<file path="src/rtl/pio_pkg.sv">
// Shared constants for the PIO FIFO blocks: word width, default depth and
// the bit positions of the sticky status flags.
package pio_pkg;

    localparam int PIO_WORD_W = 32;
    localparam int TX_DEPTH   = 4;

    localparam int FLAG_W     = 2;
    localparam int FLAG_OVER  = 0;
    localparam int FLAG_UNDER = 1;

    typedef logic [FLAG_W-1:0] pio_flags_t;

endpackage

</file>
<file path="src/rtl/pio_fifo_core.sv">
// FIFO storage, pointers and occupancy shared by the TX and RX FIFOs.
// Capacity is DEPTH or 2*DEPTH; pointers wrap at the active capacity.
module pio_fifo_core
    import pio_pkg::*;
#(
    parameter int  WIDTH = PIO_WORD_W,
    parameter int  DEPTH = TX_DEPTH,
    localparam int PTR_W = $clog2(2*DEPTH),
    localparam int LVL_W = PTR_W + 1
) (
    input  logic             clk_i,
    input  logic             rst_ni,
    input  logic             flush_i,
    input  logic             join_i,
    input  logic [WIDTH-1:0] wr_data_i,
    input  logic             wr_en_i,
    input  logic             rd_ack_i,
    output logic [WIDTH-1:0] rd_data_o,
    output logic             full_o,
    output logic             empty_o,
    output logic [LVL_W-1:0] level_o
);

    logic [PTR_W-1:0] wr_ptr_q, wr_ptr_d;
    logic [PTR_W-1:0] rd_ptr_q, rd_ptr_d;
    logic [LVL_W-1:0] level_q, level_d;
    logic [LVL_W-1:0] cap;
    logic [WIDTH-1:0] mem_q [2*DEPTH];
    logic             wr_accept;
    logic             pop;

    function automatic logic [PTR_W-1:0] ptr_inc(input logic [PTR_W-1:0] p,
                                                 input logic [LVL_W-1:0] c);
        if (LVL_W'(p) == c - 1'b1)
            return '0;
        return p + 1'b1;
    endfunction

    assign cap     = join_i ? LVL_W'(2*DEPTH) : LVL_W'(DEPTH);
    assign full_o  = (level_q == cap);
    assign empty_o = (level_q == '0);
    assign level_o = level_q;

    // A write into a full FIFO is only legal because the same edge pops a slot.
    assign wr_accept = wr_en_i && (!full_o || rd_ack_i) && !flush_i;
    assign pop       = rd_ack_i && !empty_o && !flush_i;

    always_comb begin
        wr_ptr_d = wr_ptr_q;
        rd_ptr_d = rd_ptr_q;
        level_d  = level_q;
        if (flush_i) begin
            wr_ptr_d = '0;
            rd_ptr_d = '0;
            level_d  = '0;
        end else begin
            if (wr_accept)
                wr_ptr_d = ptr_inc(wr_ptr_q, cap);
            if (pop)
                rd_ptr_d = ptr_inc(rd_ptr_q, cap);
            level_d = level_q + LVL_W'(wr_accept) - LVL_W'(pop);
        end
    end

    always_ff @(posedge clk_i) begin
        if (!rst_ni) begin
            wr_ptr_q <= '0;
            rd_ptr_q <= '0;
            level_q  <= '0;
        end else begin
            wr_ptr_q <= wr_ptr_d;
            rd_ptr_q <= rd_ptr_d;
            level_q  <= level_d;
        end
    end

    always_ff @(posedge clk_i) begin
        if (rst_ni && wr_accept)
            mem_q[wr_ptr_q] <= wr_data_i;
    end

    assign rd_data_o = empty_o ? '0 : mem_q[rd_ptr_q];

endmodule

</file>
<file path="src/rtl/tx_fifo.sv">
// Transmit FIFO feeding the output shift register: FIFO core plus sticky
// overflow/underflow flags and the flush applied when the join mode changes.
module tx_fifo
    import pio_pkg::*;
#(
    parameter int  WIDTH = PIO_WORD_W,
    parameter int  DEPTH = TX_DEPTH,
    localparam int LVL_W = $clog2(2*DEPTH) + 1
) (
    input  logic             clk,
    input  logic             rst,
    input  logic [WIDTH-1:0] wr_data,
    input  logic             wr_en,
    output logic             full,
    output logic [WIDTH-1:0] rd_data,
    output logic             empty,
    input  logic             rd_ack,
    input  logic             join_en,
    output logic [LVL_W-1:0] level,
    output logic             over_flag,
    output logic             under_flag,
    input  pio_flags_t       flag_clr
);

    logic join_q;
    logic over_q, over_d;
    logic under_q, under_d;
    logic flush;
    logic over_set;
    logic under_set;

    assign flush = (join_en != join_q);

    pio_fifo_core #(
        .WIDTH (WIDTH),
        .DEPTH (DEPTH)
    ) u_core (
        .clk_i     (clk),
        .rst_ni    (rst),
        .flush_i   (flush),
        .join_i    (join_q),
        .wr_data_i (wr_data),
        .wr_en_i   (wr_en),
        .rd_ack_i  (rd_ack),
        .rd_data_o (rd_data),
        .full_o    (full),
        .empty_o   (empty),
        .level_o   (level)
    );

    // Flush cycles discard traffic, so they raise no error flags either.
    assign over_set  = wr_en && full && !rd_ack && !flush;
    assign under_set = rd_ack && empty && !flush;

    always_comb begin
        over_d  = over_set  || (over_q  && !flag_clr[FLAG_OVER]);
        under_d = under_set || (under_q && !flag_clr[FLAG_UNDER]);
    end

    // join_q loads the live mode in reset so leaving reset never flushes.
    always_ff @(posedge clk) begin
        if (!rst) begin
            join_q  <= join_en;
            over_q  <= 1'b0;
            under_q <= 1'b0;
        end else begin
            join_q  <= join_en;
            over_q  <= over_d;
            under_q <= under_d;
        end
    end

    assign over_flag  = over_q;
    assign under_flag = under_q;

endmodule

</file>
<file path="config.mk">
export PLATFORM = sky130hd
export DESIGN_NAME = tx_fifo
export DESIGN_NICKNAME = d
export VERILOG_FILES = /design/src/rtl/pio_pkg.sv /design/src/rtl/pio_fifo_core.sv /design/src/rtl/tx_fifo.sv
export SDC_FILE = /design/constraint.sdc
export NUM_CORES = 1
export LEC_CHECK = 0
export CORE_MARGIN = 3
export CORE_UTILIZATION = 40
export DETAILED_ROUTE_END_ITERATION = 16
export GPL_ROUTABILITY_DRIVEN = 0
export PLACE_DENSITY = 0.68
export SYNTH_ARGS = -nofsm -noshare
export SYNTH_HDL_FRONTEND = slang
export SYNTH_SLANG_ARGS = --single-unit
export TNS_END_PERCENT = 20
</file>
<file path="constraint.sdc">
create_clock -name clk -period 12 [get_ports clk]
set_input_delay 2.4 -clock clk [delete_from_list [all_inputs] [get_ports clk]]
set_output_delay 2.4 -clock clk [all_outputs]
set_load 0.01 [all_outputs]
</file>
==> impl_metrics.py, run 1 <==
metrics = {
    "status": {
        "status": "finished, final reports clean",
    },
    "place": {
        "io_buffers": 78,
        "dp_hpwl_mm": 11.8,
        "place_worst_setup_slack_ns": 6.72,
    },
    "synthesis": {
        "synth_xor_area_share_pct": 0.487,
        "synth-simple-area-share_pct": 3.09,
        "synthMuxAreaShare_pct": 16.9,
        "synth_cells": 503,
        "seq_area_frac_synth_pct": 76.1,
        "ys_warn_count": 0,
        "synth_top_family_by_area": "multiplexers",
        "ys_ff_latch": 272,
        "synth_fa_ha_area_share_pct": 1.02,
        "synth_compound_area_share_pct": 0.856,
        "ys_types": 37,
        "async_flop_share_pct": 0,
        "netlist_area_mm2": 0.0105,
        "syn-num-nets": 550,
        "synth_ff_type": "edfxtp_1",
        "avgSynthCellArea_um2": 20.9,
        "synth_edf_count": 256,
    },
    "global_routing": {
        "track_usage_pct": 14.7,
        "grt_pass1_vias": 5546,
        "antenna_found_initial": 1,
        "grt_max_degree": 65,
        "grt_pass1_wl_mm": 32.2,
        "grt-ovfl-total": 0,
    },
    "critical_path": {
        "arrival_ns": 3.29,
        "worstPathRequired_ns": 9.60,
        "crit_path_start_kind": "register",
        "endpoint_kind": "output pin",
        "crit_fanout": 54,
        "cp_num_buf_inv": 2,
        "cp_top_family": "buffers and inverters",
        "worst_r2r_endpoint": "u_core.mem_q[7][0]",
        "crit_slowest_cell": "buf_4",
        "cp_cell_sequence": "buf_4, mux4_2, mux2i_1, nor2_1, clkdlybuf4s50_1",
        "max_stage_delay_ns": 0.87,
        "timing.rr.start": "join_q",
        "r2r_setup_slack_ns": 9.26,
        "reg2reg_depth": 5,
        "crit_type": "register to output pin",
    },
    "clock_tree": {
        "insertion_delay_ns": 0.53,
        "cts_hold_buf": 0,
        "post_cts_buffers": 0,
        "cts_tree": "yes",
        "htreeDepth": 1,
        "cts-buffers-inserted": 28,
        "ctsResizeCount": 0,
        "cts_sinks": 272,
        "path_clk_slew_ns": 0.06,
        "clock_path_buffers": 3,
        "ctsRootBufferMaster": "clkbuf_16",
    },
    "drt": {
        "drtIter0Drc": 395,
        "via_per_inst": 5.30,
        "wirelength_mm": 20.7,
        "top_layer": "met5",
        "num_vias": 5066,
        "routed-wl-met3_mm": 1.06,
        "drc_errors": 0,
        "first_pass_iters": 4,
        "wl_met1_mm": 8.85,
        "avgRoutedWirePerCell_um": 21.7,
        "met2_length_mm": 10.3,
        "antenna_left": 0,
    },
    "worst_hold_path": {
        "hold_start": "under_flag",
        "holdPathEnd": "under_flag",
        "min_path_cells": 2,
        "hold_class": "register to register",
    },
    "floorplan": {
        "dieHeight_um": 168,
        "ios": 79,
        "num_rows": 58,
        "die_area_mm2": 0.0283,
        "start_util_pct": 41.2,
        "die_x_um": 168,
        "core_mm2": 0.0255,
    },
    "sta": {
        "fin_crit_ns": 5.69,
        "tightest_slew_ns": 1.10,
        "fin_tns_setup_ns": 0,
        "hold_viol_final": 0,
        "fmax_mhz": 176,
        "clock_skew_ns": 0.0143,
        "worst_slew_margin_rel_pct": 26.8,
        "rsz0062_at_grt": "false",
        "min_period_over_period_pct": 47.4,
        "setup_ws_ns": 6.31,
        "drv_slew": 0,
        "setup_violations": 0,
    },
    "layout": {
        "n_fill_cell": 2098,
        "nets": 653,
        "drive_gt1_share_pct": 20.8,
        "areaGrowthSynthToFinish_pct": 20.0,
        "num_antenna_cells": 0,
        "final_util_pct": 49.4,
    },
    "power": {
        "p_leak_nw": 3.86,
        "power.density_mw_per_mm2": 157,
        "ir_worst_vdd_mv": 0.113,
    },
    "flow_run": {
        "cap_violations": 0,
    },
}
==> how the worst max path moves through the flow <==
stage                         from                 end  depth (start not counted)
after floorplan            join_en  u_core.mem_q[0][0]                          4
after detailed placement  register          rd_data[1]                          5
after CTS                 register          rd_data[1]                          5
after global placement    register          rd_data[1]                          5
final                     register          rd_data[1]                          5
after global routing      register          rd_data[1]                          5
==> cells in the mapped netlist, types with 2 or more instances <==
library cell    n  area, um2
nor2_1         38        143
edfxtp_1      256       7690
xnor2_1         4       35.0
mux4_2         64       1440
buf_1           9       33.8
nand2_1         5       18.8
o21ai_0         4       20.0
ha_1            7       87.6
nor4_1          3       18.8
and3_1          2       12.5
and2_1          2       12.5
clkbuf_1        5       18.8
buf_4           6       45.0
a21oi_1         7       35.0
nand3_1         6       30.0
nor3_1          6       30.0
dfxtp_1        16        320
inv_1          11       41.3
mux2i_1        34        340
==> layout make-up <==
type	instances	area [um2]	share of cell area, %
Clock inverter	12	80.1	0.634
Sequential cell	272	8020	63.5
Clock buffer	37	756	5.98
Multi-Input combinational cell	196	2400	19.0
Tap cell	330	413	3.27
Inverter	12	45.0	0.357
Timing Repair Buffer	96	916	7.25
==> per-layer routing <==
| metal | vias up | global-route usage, % |
|---|---|---|
| met5 | - | 0 |
| met4 | 2 | 3.88 |
| met3 | 39 | 2.72 |
| met2 | 124 | 24.4 |
| met1 | 2647 | 20.2 |
| li1 | 2254 | - |
==> state kept, by name, summed over array words and instances, names as in the netlist, named ones only <==
name,flops
join_q,1
u_core.level_o,4
u_core.mem_q,256
under_flag,1
u_core.wr_ptr_q,3
u_core.rd_ptr_q,3
over_flag,1
==> report_power, final <==
part / switching, W / internal, W / leakage, nW / total (W)
logic: 0.0000766 / 0.0000735 / 1.01 / 0.000150
registers: 0.00000478 / 0.00105 / 2.44 / 0.00105
clock network: 0.000329 / 0.000460 / 0.408 / 0.000788
total: 0.000410 / 0.00158 / 3.86 / 0.00199
==> tightest hold or removal path, delay by kind of cell (launching register included) <==
kind | cells | cell delay (ns)
compound gates | 1 | 0.06
flops | 1 | 0.34
simple gates | 1 | 0.09
==> stage by stage <==
step                      hold WS, ns  cell area (um2)  cells  power (W)
final                           0.523            12600    955    0.00199
after global routing            0.556            12600    955    0.00206
after CTS                       0.528            12600    955    0.00201
after detailed placement        0.510            11800    906    0.00122
after global placement          0.487            11800    906    0.00122
after floorplan                 0.488            10500    503    0.00114
==> placed cells by master, fill, tap and decap left out, drive strengths merged, types with 2 or more instances in the layout <==
cell type and instances:
nand3 6, dfxtp 16, a21oi 7, and3 2, nand2 5, mux2i 34
clkbuf 37, nor4 3, nor2 38, mux4 64, xnor2 5, and2 2
clkinv 12, edfxtp 256, buf 18, inv 11, ha 7, nor3 6
clkdlybuf4s50 78, o21ai 5
==> cell families (layout without fill, tap and decap cells) <==
group	count (synthesis)	in the layout
xor+xnor	5	5
compound gates	16	16
flops	272	272
fa+ha+maj	8	8
simple gates	69	69
mux	98	98
buf+inv	35	157
Note: power is estimated with default switching activity, not from simulation.
==> inputs of run 2 (changes only) <==
Clock period 12 ns to 5.5 ns, I/O delays scaled along.
==> run 2 against run 1 <==
  * Sequential power rose by 120%
  * Final cell count is 0.31% lower
  * Critical path type unchanged
  * Non-clock buffer count down 4
  * Flip-flop and latch count is the same
  * Largest power group unchanged
==> impl_metrics.py, run 2 (same netlist as run 1, synthesis figures left out) <==
metrics = {
    "global_routing": {
        "grtUsageMet3_pct": 2.58,
        "grt_pass1_wl_mm": 31.8,
        "grt_pass1_vias": 5569,
        "grt_max_degree": 65,
        "grt_use_met1_pct": 19.3,
        "busiest_layer": "met2",
        "grt-ovfl-total": 0,
        "grtUsageMet2_pct": 24.8,
        "antenna_found_initial": 1,
        "track_usage_pct": 14.5,
    },
    "critical_path": {
        "endpoint_kind": "output pin",
        "cp_num_buf_inv": 4,
        "arrival_ns": 3.14,
        "timing.rr.start": "join_q",
        "startpoint": "u_core.level_o[2]",
        "cp_top_family": "buffers and inverters",
        "crit_type": "register to output pin",
        "crit_path_start_kind": "register",
        "worstPathRequired_ns": 4.40,
        "crit_fanout": 18,
        "cp_cell_sequence": "inv_1, ha_1, or3b_2, clkinv_1, buf_4, nor2_1, clkdlybuf4s50_1",
        "max_stage_delay_ns": 0.57,
        "crit_slowest_cell": "clkdlybuf4s50_1",
    },
    "sta": {
        "rsz0062_at_grt": "false",
        "fin_crit_ns": 4.24,
        "fmax_mhz": 236,
        "drv_slew": 0,
        "tightest_slew_ns": 1.10,
        "worst_slew_margin_rel_pct": 26.2,
        "clock_skew_ns": 0.0129,
        "fin_tns_setup_ns": 0,
        "min_period_over_period_pct": 77.1,
        "setup_violations": 0,
        "hold_viol_final": 0,
    },
    "clock_tree": {
        "cts_tree": "yes",
        "clock_path_buffers": 3,
        "ctsResizeCount": 0,
        "post_cts_buffers": 0,
        "cts_sinks": 272,
        "cts-buffers-inserted": 28,
        "cts_hold_buf": 0,
        "insertion_delay_ns": 0.53,
        "ctsRootBufferMaster": "clkbuf_16",
        "path_clk_slew_ns": 0.06,
        "htreeDepth": 1,
    },
    "drt": {
        "wirelength_mm": 20.3,
        "antenna_left": 0,
        "avgRoutedWirePerCell_um": 21.3,
        "num_vias": 5047,
        "drc_errors": 0,
        "first_pass_iters": 4,
        "drtIter0Drc": 334,
        "via_per_inst": 5.30,
    },
    "worst_hold_path": {
        "hold_class": "register to register",
        "hold_start": "under_flag",
    },
    "floorplan": {
        "dieHeight_um": 168,
        "core_mm2": 0.0255,
        "die_area_mm2": 0.0283,
        "ios": 79,
        "die_x_um": 168,
        "start_util_pct": 41.2,
        "num_rows": 58,
    },
    "power": {
        "ir_worst_vdd_mv": 0.213,
        "p_leak_nw": 3.85,
        "power.density_mw_per_mm2": 344,
    },
    "layout": {
        "final_common_cell": "edfxtp_1",
        "largest_reg_flops": 256,
        "num_antenna_cells": 0,
        "fin_area_mm2": 0.0126,
        "nets": 649,
        "n_fill_cell": 2071,
        "areaGrowthSynthToFinish_pct": 19.9,
        "max_flop_register": "u_core.mem_q",
        "final_cell_mix": "edfxtp_1, clkdlybuf4s50_1, mux4_2",
        "drive_gt1_share_pct": 20.9,
    },
    "place": {
        "place_area_mm2": 0.0118,
        "io_buffers": 78,
        "dp_hpwl_mm": 12.0,
    },
    "status": {
        "status": "finished, final reports clean",
    },
    "flow_run": {
        "cap_violations": 0,
    },
}
-- run 2: cell types whose count changed in the layout (fill, tap and decap cells not counted), sizes merged --
cell and change:
clkbuf -3, buf -4, clkinv +4
-- run 2: final timing paths --
check | to | slack [ns] | cells after the start
setup / recovery | rd_data[4] | 1.26 | 7
hold / removal | under_flag | 0.51 | 2
setup reg to reg | u_core.mem_q[7][20] | 2.79 | 4
hold reg to reg | under_flag | 0.51 | 2
-- run 2: layout make-up --
class	instances	area [um2]	share of cell area (%)
clock buffer	34	744	5.90
clock inverter	16	104	0.823
inverter	12	45.0	0.357
multi-input combinational	196	2400	19.0
sequential	272	8020	63.5
tap	330	413	3.27
timing repair buffer	92	898	7.12
-- run 2: power by group --
group	total (W)	internal [W]	switching [W]
Sequential	0.00230	0.00228	0.0000148
Clock	0.00173	0.00100	0.000726
Combinational	0.000320	0.000161	0.000159
Total	0.00434	0.00344	0.000900
-- run 2: worst min-delay path, delay by kind of cell, from the launching register on --
family	cells	cell delay (ns)
AOI/OAI and AO/OA	1	0.05
and+or+nand+nor	1	0.09
DFF	1	0.33
-- run 2: metrics by stage --
stage / power, W / worst slack (ns) / instances / util (%) / hold slack (ns)
2_1_floorplan: 0.00248 / 0.194 / 503 / - / 0.488
3_5_place_dp: 0.00267 / 1.67 / 902 / 46.1 / 0.504
3_3_place_gp: 0.00265 / 1.74 / 902 / 46.1 / 0.502
6_report: 0.00434 / 1.26 / 952 / 49.4 / 0.507
5_1_grt: 0.00450 / 1.07 / 952 / 49.4 / 0.557
4_1_cts: 0.00439 / 1.18 / 952 / 49.4 / 0.518
-- run 2: per-layer routing --
metal	wire length, um	vias up
li1	-	2247
met1	8460	2646
met2	10400	117
met3	920	35
met4	450	2
met5	12	-
==> inputs of run 3 (changes only) <==
Settings changed: PLACE_DENSITY 0.68 to 0.7.
Clock period 5.5 ns to 3.5 ns, I/O delays scaled along.
==> run 3 against run 2 <==
  * Flip-flop and latch count unchanged
  * Wire length is 3.2% higher
  * Die area unchanged
  * Sequential share of layout area fell by 1.1 points
  * Register-to-register slack worse by 1.9 ns
  * Final cell count increased by 0.53%
  * Setup slack lost 1.0 ns
  * Clock skew fell by 0.0041 ns
  * Worst hold slack better by 0.038 ns
  * Power rose by 59%
  * Combinational power up 64%
  * Global-route usage grew 0.25 points
  * Largest power group unchanged
==> impl_metrics.py, run 3 (same netlist as run 1, synthesis figures left out) <==
metrics = {
    "power": {
        "power.density_mw_per_mm2": 537,
        "p_leak_nw": 3.92,
        "ir_worst_vdd_mv": 0.320,
    },
    "status": {
        "status": "finished, final reports clean",
    },
    "drt": {
        "wirelength_mm": 20.9,
        "avgRoutedWirePerCell_um": 21.9,
        "num_vias": 5105,
        "first_pass_iters": 4,
        "drtIter0Drc": 328,
        "antenna_left": 0,
        "via_per_inst": 5.33,
        "drc_errors": 0,
    },
    "critical_path": {
        "crit_fanout": 16,
        "arrival_ns": 2.59,
        "worstPathRequired_ns": 2.80,
        "crit_type": "register to output pin",
        "endpoint_kind": "output pin",
        "cp_cell_sequence": "buf_12, mux4_2, mux2i_1, nor2_1, clkdlybuf4s50_1",
        "timing.rr.start": "u_core.level_o[2]",
        "max_stage_delay_ns": 0.53,
        "crit_slowest_cell": "dfxtp_4",
        "crit_path_start_kind": "register",
    },
    "global_routing": {
        "grt_pass1_vias": 5445,
        "track_usage_pct": 14.7,
        "grt_pass1_wl_mm": 32.3,
        "grt_max_degree": 33,
        "antenna_found_initial": 1,
        "grt-ovfl-total": 0,
    },
    "layout": {
        "max_flop_register": "u_core.mem_q",
        "nets": 654,
        "fin_area_mm2": 0.0128,
        "num_antenna_cells": 0,
        "final_cells": 957,
        "areaGrowthSynthToFinish_pct": 22.0,
        "largest_reg_flops": 256,
        "final_common_cell": "edfxtp_1",
        "n_fill_cell": 2068,
        "drive_gt1_share_pct": 22.2,
        "final_cell_mix": "edfxtp_1, clkdlybuf4s50_1, mux4_2",
    },
    "floorplan": {
        "die_x_um": 168,
        "ios": 79,
        "die_area_mm2": 0.0283,
        "dieHeight_um": 168,
        "core_mm2": 0.0255,
        "num_rows": 58,
        "start_util_pct": 41.2,
    },
    "sta": {
        "clock_skew_ns": 0.00883,
        "setup_ws_ns": 0.211,
        "min_period_over_period_pct": 94.0,
        "fin_crit_ns": 3.29,
        "rsz0062_at_grt": "false",
        "tightest_slew_ns": 0.504,
        "drv_slew": 0,
        "worst_slew_margin_rel_pct": 66.3,
        "setup_violations": 0,
        "hold_viol_final": 0,
        "fmax_mhz": 304,
    },
    "place": {
        "io_buffers": 78,
        "place_area_mm2": 0.0120,
        "dpl.cell_count": 907,
        "dp_hpwl_mm": 12.3,
        "place_worst_setup_slack_ns": 0.406,
    },
    "worst_hold_path": {
        "hold_start": "under_flag",
        "hold_class": "register to register",
    },
    "clock_tree": {
        "cts_hold_buf": 0,
        "cts_tree": "yes",
        "insertion_delay_ns": 0.51,
        "ctsRootBufferMaster": "clkbuf_16",
        "htreeDepth": 1,
        "clock_path_buffers": 3,
        "cts_sinks": 272,
        "path_clk_slew_ns": 0.06,
        "cts-buffers-inserted": 27,
    },
    "flow_run": {
        "cap_violations": 0,
    },
}
run 3: routing by layer:
| layer | up-vias | global-route usage, % | part of all wire [%] |
|---|---|---|---|
| li1 | 2259 | - | - |
| met1 | 2679 | 19.9 | 43 |
| met2 | 134 | 25.3 | 51 |
| met3 | 31 | 2.86 | 4.9 |
| met4 | 2 | 2.70 | 1.5 |
| met5 | - | 0 | 0.096 |
run 3: metrics by stage:
step | total power [W] | hold WS, ns | util (%) | TNS (ns)
2_1_floorplan | 0.00390 | 0.488 | - | -60.95
3_3_place_gp | 0.00419 | 0.515 | 46.9 | 0
3_5_place_dp | 0.00420 | 0.520 | 46.9 | 0
4_1_cts | 0.00698 | 0.559 | 50.2 | 0
5_1_grt | 0.00716 | 0.582 | 50.3 | 0
6_report | 0.00690 | 0.546 | 50.3 | 0
run 3: cell type report:
cell class / instances / area [um2] / share of cell area [%]
clock inverter: 18 / 168 / 1.31
sequential: 272 / 8020 / 62.4
timing repair buffer: 98 / 1080 / 8.38
clock buffer: 31 / 691 / 5.38
multi-input combinational: 196 / 2430 / 19.0
tap: 330 / 413 / 3.21
inverter: 12 / 46.3 / 0.360
run 3: power by group:
| group | leakage [nW] | switching (W) | internal, W |
|---|---|---|---|
| registers | 2.44 | 0.0000185 | 0.00358 |
| logic | 1.06 | 0.000256 | 0.000268 |
| clock network | 0.420 | 0.00114 | 0.00163 |
| total | 3.92 | 0.00142 | 0.00549 |
run 3: critical path: cells and delay by family (launching register included):
kind,cells,cell delay [ns]
buffers and inverters,2,0.71
multiplexers,2,0.76
flip-flops,1,0.53
AND/OR/NAND/NOR,1,0.06
run 3: worst paths after layout:
check | end | slack, ns | cells past startpoint
worst max register to register | u_core.level_o[2] | 0.91 | 11
worst min register to register | under_flag | 0.55 | 2
worst min-delay path | under_flag | 0.55 | 2
worst max-delay path | rd_data[18] | 0.21 | 5
run 3: repair_timing:
| action | CTS | global route |
|---|---|---|
| hold endpoints to repair | 0 | 0 |
| cloned | 0 | 0 |
| gates resized for setup | 1 | 0 |
| pin swaps | 0 | 0 |
| setup buffers | 0 | 1 |
| setup endpoints to repair | 29 | 10 |
